<file path="config.mk">
export PLATFORM = sky130hd
export DESIGN_NAME = prog_seq_counter
export DESIGN_NICKNAME = d
export VERILOG_FILES = /design/src/rtl/prog_seq_counter.sv
export SDC_FILE = /design/constraint.sdc
export NUM_CORES = 1
export LEC_CHECK = 0
export ABC_AREA = 0
export BUFFER_PORTS_ARGS = -buffer_cell sky130_fd_sc_hd__buf_2
export CORE_UTILIZATION = 35
export DETAILED_ROUTE_END_ITERATION = 8
export GPL_ROUTABILITY_DRIVEN = 0
export PLACE_DENSITY = 0.65
export SLEW_MARGIN = 40
export SYNTH_ARGS = -nofsm -noshare
export SYNTH_HDL_FRONTEND = slang
export SYNTH_SLANG_ARGS = --single-unit
export TNS_END_PERCENT = 30
</file>
<file path="constraint.sdc">
create_clock -name clk -period 2.6 [get_ports clk]
set_clock_uncertainty 0.15 [all_clocks]
set_input_delay 0.13 -clock clk [delete_from_list [all_inputs] [get_ports clk]]
set_output_delay 0.13 -clock clk [all_outputs]
set_load 0.05 [all_outputs]
</file>
<file path="src/rtl/prog_seq_counter.sv">
// rtl/prog_seq_counter.sv - run-time programmable sequence counter over a loadable code table
//
// Steps an index through table[0..L-1] forward or backward and presents
// table[idx] on out. L comes from len (0 or > DEPTH means DEPTH).
//
// Ports:
//   clk      rising-edge clock
//   rst      asynchronous active-high reset (idx=0, wrap=0, table=identity)
//   clr      synchronous restart to idx=0, wins over en, table untouched
//   en       advance one position per cycle while high
//   dir      0 = forward, 1 = backward
//   len      active sequence length (AW+1 bits)
//   wr_en    table write strobe, independent of stepping
//   wr_addr  table write address (addresses >= DEPTH are dropped)
//   wr_data  table write data
//   out      table[idx] on the current registers
//   idx      current table position
//   wrap     registered one-cycle pulse when the last step wrapped

module prog_seq_counter #(
   parameter int W     = 4,
   parameter int DEPTH = 8,
   parameter int AW    = $clog2(DEPTH)
) (
   input  logic          clk,
   input  logic          rst,
   input  logic          clr,
   input  logic          en,
   input  logic          dir,
   input  logic [AW:0]   len,
   input  logic          wr_en,
   input  logic [AW-1:0] wr_addr,
   input  logic [W-1:0]  wr_data,
   output logic [W-1:0]  out,
   output logic [AW-1:0] idx,
   output logic          wrap
);

   localparam logic [AW:0] DEPTH_L = (AW+1)'(DEPTH);

   logic [W-1:0]  tbl [DEPTH];
   logic [AW:0]   len_eff;
   logic [AW:0]   last;
   logic [AW:0]   idx_ext;
   logic [AW-1:0] idx_nxt;
   logic          wrap_nxt;

   always_comb begin
      len_eff = ((len == '0) || (len > DEPTH_L)) ? DEPTH_L : len;
      last    = len_eff - (AW+1)'(1);
      idx_ext = {1'b0, idx};
   end

   always_comb begin
      idx_nxt  = idx;
      wrap_nxt = 1'b0;
      if (clr) begin
         idx_nxt  = '0;
         wrap_nxt = 1'b0;
      end else if (en) begin
         // idx can sit beyond the active length after len shrinks mid-run;
         // both directions restart at 0 and flag a wrap in that case.
         if (idx_ext >= len_eff) begin
            idx_nxt  = '0;
            wrap_nxt = 1'b1;
         end else if (!dir) begin
            if (idx_ext == last) begin
               idx_nxt  = '0;
               wrap_nxt = 1'b1;
            end else begin
               idx_nxt = idx + AW'(1);
            end
         end else begin
            if (idx == '0) begin
               idx_nxt  = last[AW-1:0];
               wrap_nxt = 1'b1;
            end else begin
               idx_nxt = idx - AW'(1);
            end
         end
      end
   end

   always_ff @(posedge clk or posedge rst) begin
      if (rst) begin
         idx  <= '0;
         wrap <= 1'b0;
      end else begin
         idx  <= idx_nxt;
         wrap <= wrap_nxt;
      end
   end

   // Table resets to the identity pattern so the block counts 0,1,2,...
   // out of reset without any programming.
   always_ff @(posedge clk or posedge rst) begin
      if (rst) begin
         for (int i = 0; i < DEPTH; i++) begin
            tbl[i] <= W'(i);
         end
      end else if (wr_en && ({1'b0, wr_addr} < DEPTH_L)) begin
         tbl[wr_addr] <= wr_data;
      end
   end

   // Combinational read so a write to the entry idx lands on shows the same cycle.
   assign out = tbl[idx];

endmodule

</file>
After elaboration in Yosys (flattened, before gate mapping):

Index checks and enable logic that the tools add are counted.

* register bits: 36
* bits of input ports: 17
* output and inout bits: 8
* word-level logic and storage cells: 45

* add/sub/neg operators: 3
* $lt $le $gt $ge: 5
* equal/unequal tests: 1
* multiplexer cells: 19
* bitwise operators: 2
* reductions and logical operators: 5

Operators with widths (number)
* 32-bit bitwise mux: 1
* 3-bit two-way mux: 6
* 4-bit two-way mux: 4
* 4-bit binary-select mux with 3-bit select: 1
* 4-bit demux with 3-bit select: 1
* 4-bit greater-or-equal comparator, second input constant: 2
* 3-bit NOT with 4-bit output: 2
* 1-bit two-way mux: 6
* 3-bit by 4-bit equality test with 1-bit output: 1
* 3-bit by 4-bit greater-or-equal comparator with 1-bit output: 1
* 4-bit greater-than comparator, second input constant: 1
* 4-bit logical NOT: 1
* 4-bit by 1-bit less-than comparator with 1-bit output, second input constant: 1
* 4-bit by 1-bit subtractor with 4-bit output, second input constant: 1
* 3-bit by 1-bit adder with 3-bit output, second input constant: 1
* 3-bit logical NOT: 1
* 3-bit by 1-bit subtractor with 3-bit output, second input constant: 1
* 2-bit nonzero test: 1
* 1-bit logical AND: 1
* 1-bit logical OR: 1

Logic depth before layout (Yosys ltp):

Gate-level depths: netlist of the first run.

* depth in word-level cells: 10
* gate-level depth with buffers: 7
* mapped depth without buffers: 7

Worst setup path before layout of the first run:

OpenSTA, ideal clock, no wires.

* path kind: reg-to-reg
* start point: register idx[0]
* end point: register idx[2]
* library setup time: 0.141 ns
* arrival time: 1.956 ns
* data required time: 2.309 ns
* slack: 0.354 ns
* stages on the path, launching flop included: 8
* buffers on the path: 1
* clock period less this slack: 2.246 ns
* cell sequence: dfrtp_1 > buf_4 > inv_1 > ha_1 > nand2b_1 > nand3_1 > a211oi_1 > o32ai_1

* longest elaborated chain between the ends: 6
* elaborated cells on any way between the ends: 11

Ends and longest elaborated chain
* from (decl): RTL line 35 `output logic [AW-1:0] idx,`
* from (signal assigned): RTL line 89 `idx <= idx_nxt;`
* 3-bit by 1-bit adder with 3-bit output (tied with other cells): RTL line 71 `idx_nxt = idx + AW'(1);`
* 3-bit two-way mux (on tied branches): RTL line 67, 74
* 3-bit two-way mux: RTL line 66 `end else if (!dir) begin`
* 3-bit two-way mux (*): RTL line 63 `if (idx_ext >= len_eff) begin`
* 3-bit two-way mux (*): RTL line 60 `end else if (en) begin`
* 3-bit two-way mux (*): RTL line 57 `if (clr) begin`

Mark *: on every way between the ends. The rest lies on a longest branch, timed or not. The select of a mux whose other input is x is not followed.
A chain may end at the register's enable or synchronous reset.

Final worst setup path of the first run:

* start point: register idx[0]
* end point: output out[3]

* longest elaborated chain between the ends: 4

Ends and longest elaborated chain
* 3-bit NOT with 4-bit output (implied by the code): RTL line 107 `assign out = tbl[idx];`
* 4-bit binary-select mux with 3-bit select: RTL line 107
* 4-bit two-way mux (implied by the code) (2 in series): RTL line 107
* to (decl): RTL line 34 `output logic [W-1:0] out,`

Every way passes these cells. The select of a mux whose other input is x is not followed.

==> run_results.csv, run 1 <==
group,metric,value,unit
floorplan,num_io_pins,25,
place,portBuffers,24,
logic_synthesis,synth_cells,140,
global_route,antenna_found_initial,0,
setup_path,worst_setup_path_start_kind,"flip-flop",
timing,final-max-slew-violation-count,0,
route,drt-total-wl,4.13,mm
pwr,power_density,741,mW/mm^2
run_status,outcome,"finished clean",
setup_path,crit_fanout,11,
setup_path,worstSetupEndpointType,"output port",
logic_synthesis,synthFlopType,"dfrtp_1",
cts,h-tree-depth,2,
route,drt-pass1-iter-count,4,
timing,setup_viol,0,
setup_path,worstPathArrival,1.92,ns
route,drtAntennaViolNets,0,
route,first_iter_violations,31,
timing,hold_viol,0,
cts,cts_tree,"yes",
place,dpl.cell_count,238,
global_route,grt_pass1_wl,7.05,mm
floorplan,initial_core_util,0.361,
floorplan,die_w,77.2,um
cts,clock-root-buffer,"clkbuf_8",
logic_synthesis,synth_edf_count,0,
logic_synthesis,synth_top_area_share,0.304,
cts,ctsLongestPathBuffers,2,
timing,totalNegativeSetupSlack,0,ns
logic_synthesis,synth.avg_cell_area,14.1,sq um
timing,worstMarginPinSlew,0.524,ns
floorplan,die_area,0.00596,sq mm
cells_and_area,syn_to_final_growth,17.1,%
place,post_dp_cell_area,0.00220,sq mm
cells_and_area,fin_nets,199,
cells_and_area,multi_input_area,0.00102,sq mm
cts,clk_pin_slew,0.07,ns
cts,cts.sink_count,36,
logic_synthesis,synth_top_cell_by_area,"dfrtp_1",
cells_and_area,stdcell_count,248,
timing,relSlewSlack,0.649,
cells_and_area,regArea,916,sq um
run,maxCapViolCount,0,
pwr,leakagePower,0.000959,uW
logic_synthesis,netlist_area,0.00198,sq mm
setup_path,crit_type,"flip-flop to output port",
logic_synthesis,synth.area.top_cells,"dfrtp_1 (30%), mux2_2 (20%), dfstp_2 (16%)",
setup_path,worstPathRequired,2.32,ns
logic_synthesis,yosysSeqAreaShare,0.463,
global_route,grt_start_max_net_pins,24,
logic_synthesis,ys_ff_latch,36,
cells_and_area,design_area,0.00232,sq mm
cells_and_area,n_fill_cell,542,
min_path,hp-class,"primary input to flip-flop",
floorplan,die_h,77.2,um
logic_synthesis,async_flop_share,1.00,
global_route,grt_pass1_vias,1338,
timing,period_minus_slack,2.20,ns
cts,clk_latency,0.28,ns
pwr,p_total,1720,uW
cells_and_area,drive_above_1_share,0.563,
floorplan,core_area,0.00547,sq mm
timing,holdWs,0.0120,ns
cts,post_cts.repair.setup_buffers,0,
logic_synthesis,syn-num-nets,164,
timing,timing.final.crit_share,0.845,
logic_synthesis,synth_commonest_cells,"mux2_2 (36), dfrtp_1 (24), dfstp_2 (12)",
pwr,ir_drop,0.439,mV
global_route,grt.total_usage,0.160,
route,wl_per_cell,16.7,um
floorplan,fp-row-count,27,
route,route.vias.total,1294,
route,drcViolationCount,0,
logic_synthesis,synth_most_common_cell,"mux2_2",
cells_and_area,antenna_cells,0,
cts,cts_inserted_buffers,5,
logic_synthesis,ys_types,35,
logic_synthesis,yosys_warnings,0,
route,viasPerCell,5.22,
timing,fmax,455,MHz
global_route,grt_overflow,0,
timing,rsz0062_at_grt,"no",
place,hpwl,2.99,mm
==> through the flow <==
step                worst slack [ns]  utilization
finish                         0.404        0.423
global route                   0.300        0.423
CTS                            0.372        0.423
detailed placement             0.575        0.402
global placement               0.691        0.402
floorplan                      0.354            -
==> worst max-delay path, cell delays in order, from the launching register on <==
cell and delay (ns):
dfrtp_1 0.36, buf_4 0.24, mux4_2 0.53, mux2_2 0.29, buf_2 0.21
==> worst paths after layout <==
path | start | end | slack [ns] | depth (start not counted)
worst max-delay path | idx[0] | out[3] | 0.40 | 4
worst min-delay path | clr | idx[1] | 0.01 | 3
worst max register to register | idx[1] | idx[2] | 0.57 | 6
worst min register to register | tbl[30] | tbl[30] | 0.36 | 1
max in group asynchronous | rst | tbl[16] | 1.46 | 4
min in group asynchronous | rst | tbl[12] | 0.26 | 3
==> registers in the layout, summed over array words and instances, names as in the netlist <==
name / flops
tbl: 32
wrap: 1
idx: 3
==> layout make-up <==
class | count | share of cell area
multi-input cells | 96 | 0.440
flip-flops and latches | 36 | 0.395
repair buffers | 31 | 0.0767
well taps | 72 | 0.0389
clock buffers | 7 | 0.0373
inverters | 5 | 0.00810
clock inverters | 1 | 0.00324
==> cells in the final DEF, fill, tap and decap left out, drive strengths merged, types with 2 or more instances in the layout <==
cell	count
ha	7
nor2b	3
mux2i	2
mux2	36
nand4b	3
o21ai	2
buf	29
nand2	2
or3	2
nand2b	8
dfstp	12
dlygate4sd3	2
nor3b	2
nor3	3
clkbuf	7
mux4	8
a211oi	2
inv	5
dfrtp	24
xnor2	2
==> where the power goes <==
group	total, uW	internal [uW]	leakage, uW	switching [uW]
combinational	531	250	0.000495	281
sequential	771	706	0.000420	64.7
clock	414	215	0.0000445	199
==> routing by layer <==
metal / global-route usage / share of wire
met5: 0 / 0
met4: 0.0623 / 0.016
met3: 0.0393 / 0.068
met2: 0.259 / 0.48
met1: 0.206 / 0.44
==> logic make-up after synthesis <==
group                      synth area share
AOI/OAI and AO/OA                    0.0405
muxes                                 0.306
DFF                                   0.463
buffers and inverters                0.0215
xor gates and xnor gates             0.0171
and+or+nand+nor                       0.108
adders and majority gates            0.0443
==> timing repair <==
| item | CTS | global route |
|---|---|---|
| setup endpoints to repair | 0 | 0 |
| gates resized for setup | 0 | 0 |
| endpoints found under the hold margin | 18 | 0 |
| hold buffers | 2 | 0 |
Note: power is estimated with default switching activity, not from simulation.
==> inputs of run 2 (changes only) <==
- clock period: 2.6 -> 2.1 ns (I/O delays scaled with it)
==> run 2 against run 1 <==
  * Wire length down 0.15%
  * Register-to-register slack worse by 0.44 ns
  * Global-route usage down 0.83 points
  * Utilization up 2.2 points
  * Setup slack worse by 0.35 ns
  * Via count up 0.39%
  * Hold slack worse by 0.00084 ns
  * Non-clock buffer count up 8
  * Clock-buffer cell count up 1
  * Total power up 30%
==> run_results.csv, run 2 (same netlist as run 1, synthesis figures left out) <==
group,metric,value,unit
route,wl_per_cell,16.1,um
pwr,intPower,1550,uW
route,drtAntennaViolNets,0,
cts,ctsLongestPathBuffers,2,
route,drt-pass1-iter-count,4,
setup_path,r2r-start,"idx[0]",
global_route,grt_pass1_wl,6.89,mm
global_route,grt_start_max_net_pins,37,
setup_path,worstPathArrival,1.79,ns
floorplan,die_area,0.00596,sq mm
place,hpwl,2.99,mm
cells_and_area,antenna_cells,0,
cells_and_area,top_register,"tbl",
pwr,power_density,918,mW/mm^2
place,portBuffers,24,
setup_path,crit_type,"flip-flop to output port",
timing,worstMarginPinSlew,0.463,ns
cells_and_area,reg_top3,"tbl x32, idx x3, wrap x1",
timing,relSlewSlack,0.690,
timing,final-max-slew-violation-count,0,
pwr,switching_power,682,uW
pwr,comb_power_share,0.335,
setup_path,crit_start,"idx[0]",
cells_and_area,largest_reg_flops,32,
setup_path,worstReg2RegEnd,"idx[2]",
cts,clock-root-buffer,"clkbuf_8",
cells_and_area,fin_nets,207,
setup_path,worstSetupEndpointType,"output port",
pwr,swShare,0.305,
setup_path,rr_worst_depth,7,
run,maxCapViolCount,0,
cells_and_area,final_cell_mix,"mux2_2 (36), dfrtp_1 (22), buf_2 (20)",
floorplan,core_area,0.00547,sq mm
global_route,antenna_found_initial,0,
setup_path,r2r_slack,0.13,ns
run_status,outcome,"finished clean",
setup_path,cp-endpoint,"out[2]",
cts,h-tree-depth,2,
route,drcViolationCount,0,
cts,cts_inserted_buffers,5,
pwr,ir_drop,0.610,mV
timing,period_minus_slack,2.04,ns
timing,setup_viol,0,
cts,cts.sink_count,36,
route,viasPerCell,5.07,
cts,cts_tree,"yes",
timing,rsz0062_at_grt,"yes",
timing,timing.final.crit_share,0.972,
timing,totalNegativeSetupSlack,0,ns
floorplan,num_io_pins,25,
cts,clk_latency,0.29,ns
timing,fmax,490,MHz
setup_path,worstPathRequired,1.85,ns
pwr,power_frac_seq,0.425,
floorplan,die_w,77.2,um
cells_and_area,syn_to_final_growth,23.1,%
pwr,p_total,2230,uW
floorplan,initial_core_util,0.361,
route,route.vias.total,1299,
timing,hold_viol,0,
floorplan,die_h,77.2,um
route,first_iter_violations,48,
pwr,leakagePower,0.00102,uW
cts,clk_pin_slew,0.07,ns
global_route,grt.total_usage,0.152,
floorplan,fp-row-count,27,
cells_and_area,fin_util,0.445,
timing,holdWs,0.0111,ns
route,drt-total-wl,4.13,mm
setup_path,worst_setup_path_start_kind,"flip-flop",
min_path,hp-class,"primary input to flip-flop",
global_route,grt_overflow,0,
setup_path,crit_fanout,7,
global_route,grt_pass1_vias,1364,
cells_and_area,drive_above_1_share,0.582,
cells_and_area,layout_commonest_cell,"mux2_2",
pwr,pwr-share-clk,0.240,
## run 2: power by group through the flow
| stage | combinational, uW | sequential, uW | clock, uW |
|---|---|---|---|
| detailed placement | 668 | 967 | 0 |
| finish | 749 | 950 | 536 |
| CTS | 711 | 950 | 555 |
| global route | 802 | 970 | 583 |
| global placement | 658 | 960 | 0 |
| floorplan | 496 | 963 | 0 |
## run 2: what timing repair did
item                                    CTS  global route
endpoints found under the setup margin    3             5
setup buffers                             3             2
hold endpoints to repair                 28             0
hold buffers                              4             0
resized for setup                         6             9
## run 2: final cells by class
cell class,count,area [sq um]
Clock buffer,8,100
Inverter,5,18.8
Tap cell,72,90.1
Timing Repair Buffer,39,283
Multi-Input combinational cell,96,1020
Sequential cell,36,918
Fill cell,510,3040
## run 2: worst max-delay path: stages (launching register included)
cell     delay, ns
dfrtp_2       0.39
buf_8         0.15
mux4_2        0.51
mux2_2        0.29
buf_6         0.16
## run 2: how the worst min path moves through the flow
stage | startpoint | slack (ns) | end | cells after the start
6_report | wr_data[1] | 0.01 | tbl[29] | 2
5_1_grt | wr_data[1] | 0.02 | tbl[25] | 2
4_1_cts | wr_data[1] | 0.007 | tbl[21] | 2
3_5_place_dp | rst | 0.08 | tbl[12] | 3
3_3_place_gp | rst | 0.08 | tbl[12] | 3
2_1_floorplan | en | 0.05 | idx[2] | 1
## run 2: layer usage
metal  share of wire  wire length [um]  up-vias  global-route usage
li1                -                 -      616                   -
met1            0.48              1960      644               0.205
met2            0.47              1930       34               0.242
met3           0.044               180        5              0.0345
met4           0.012                49        0              0.0453
met5               0                 0        -                   0
## run 2: stage by stage
stage	std cells	area (sq um)	setup WS, ns
after floorplan	140	1980	0.00516
after global placement	239	2210	0.138
after detailed placement	239	2210	0.0959
after CTS	254	2390	0.00523
after global routing	256	2430	-0.00162
final	256	2430	0.0586
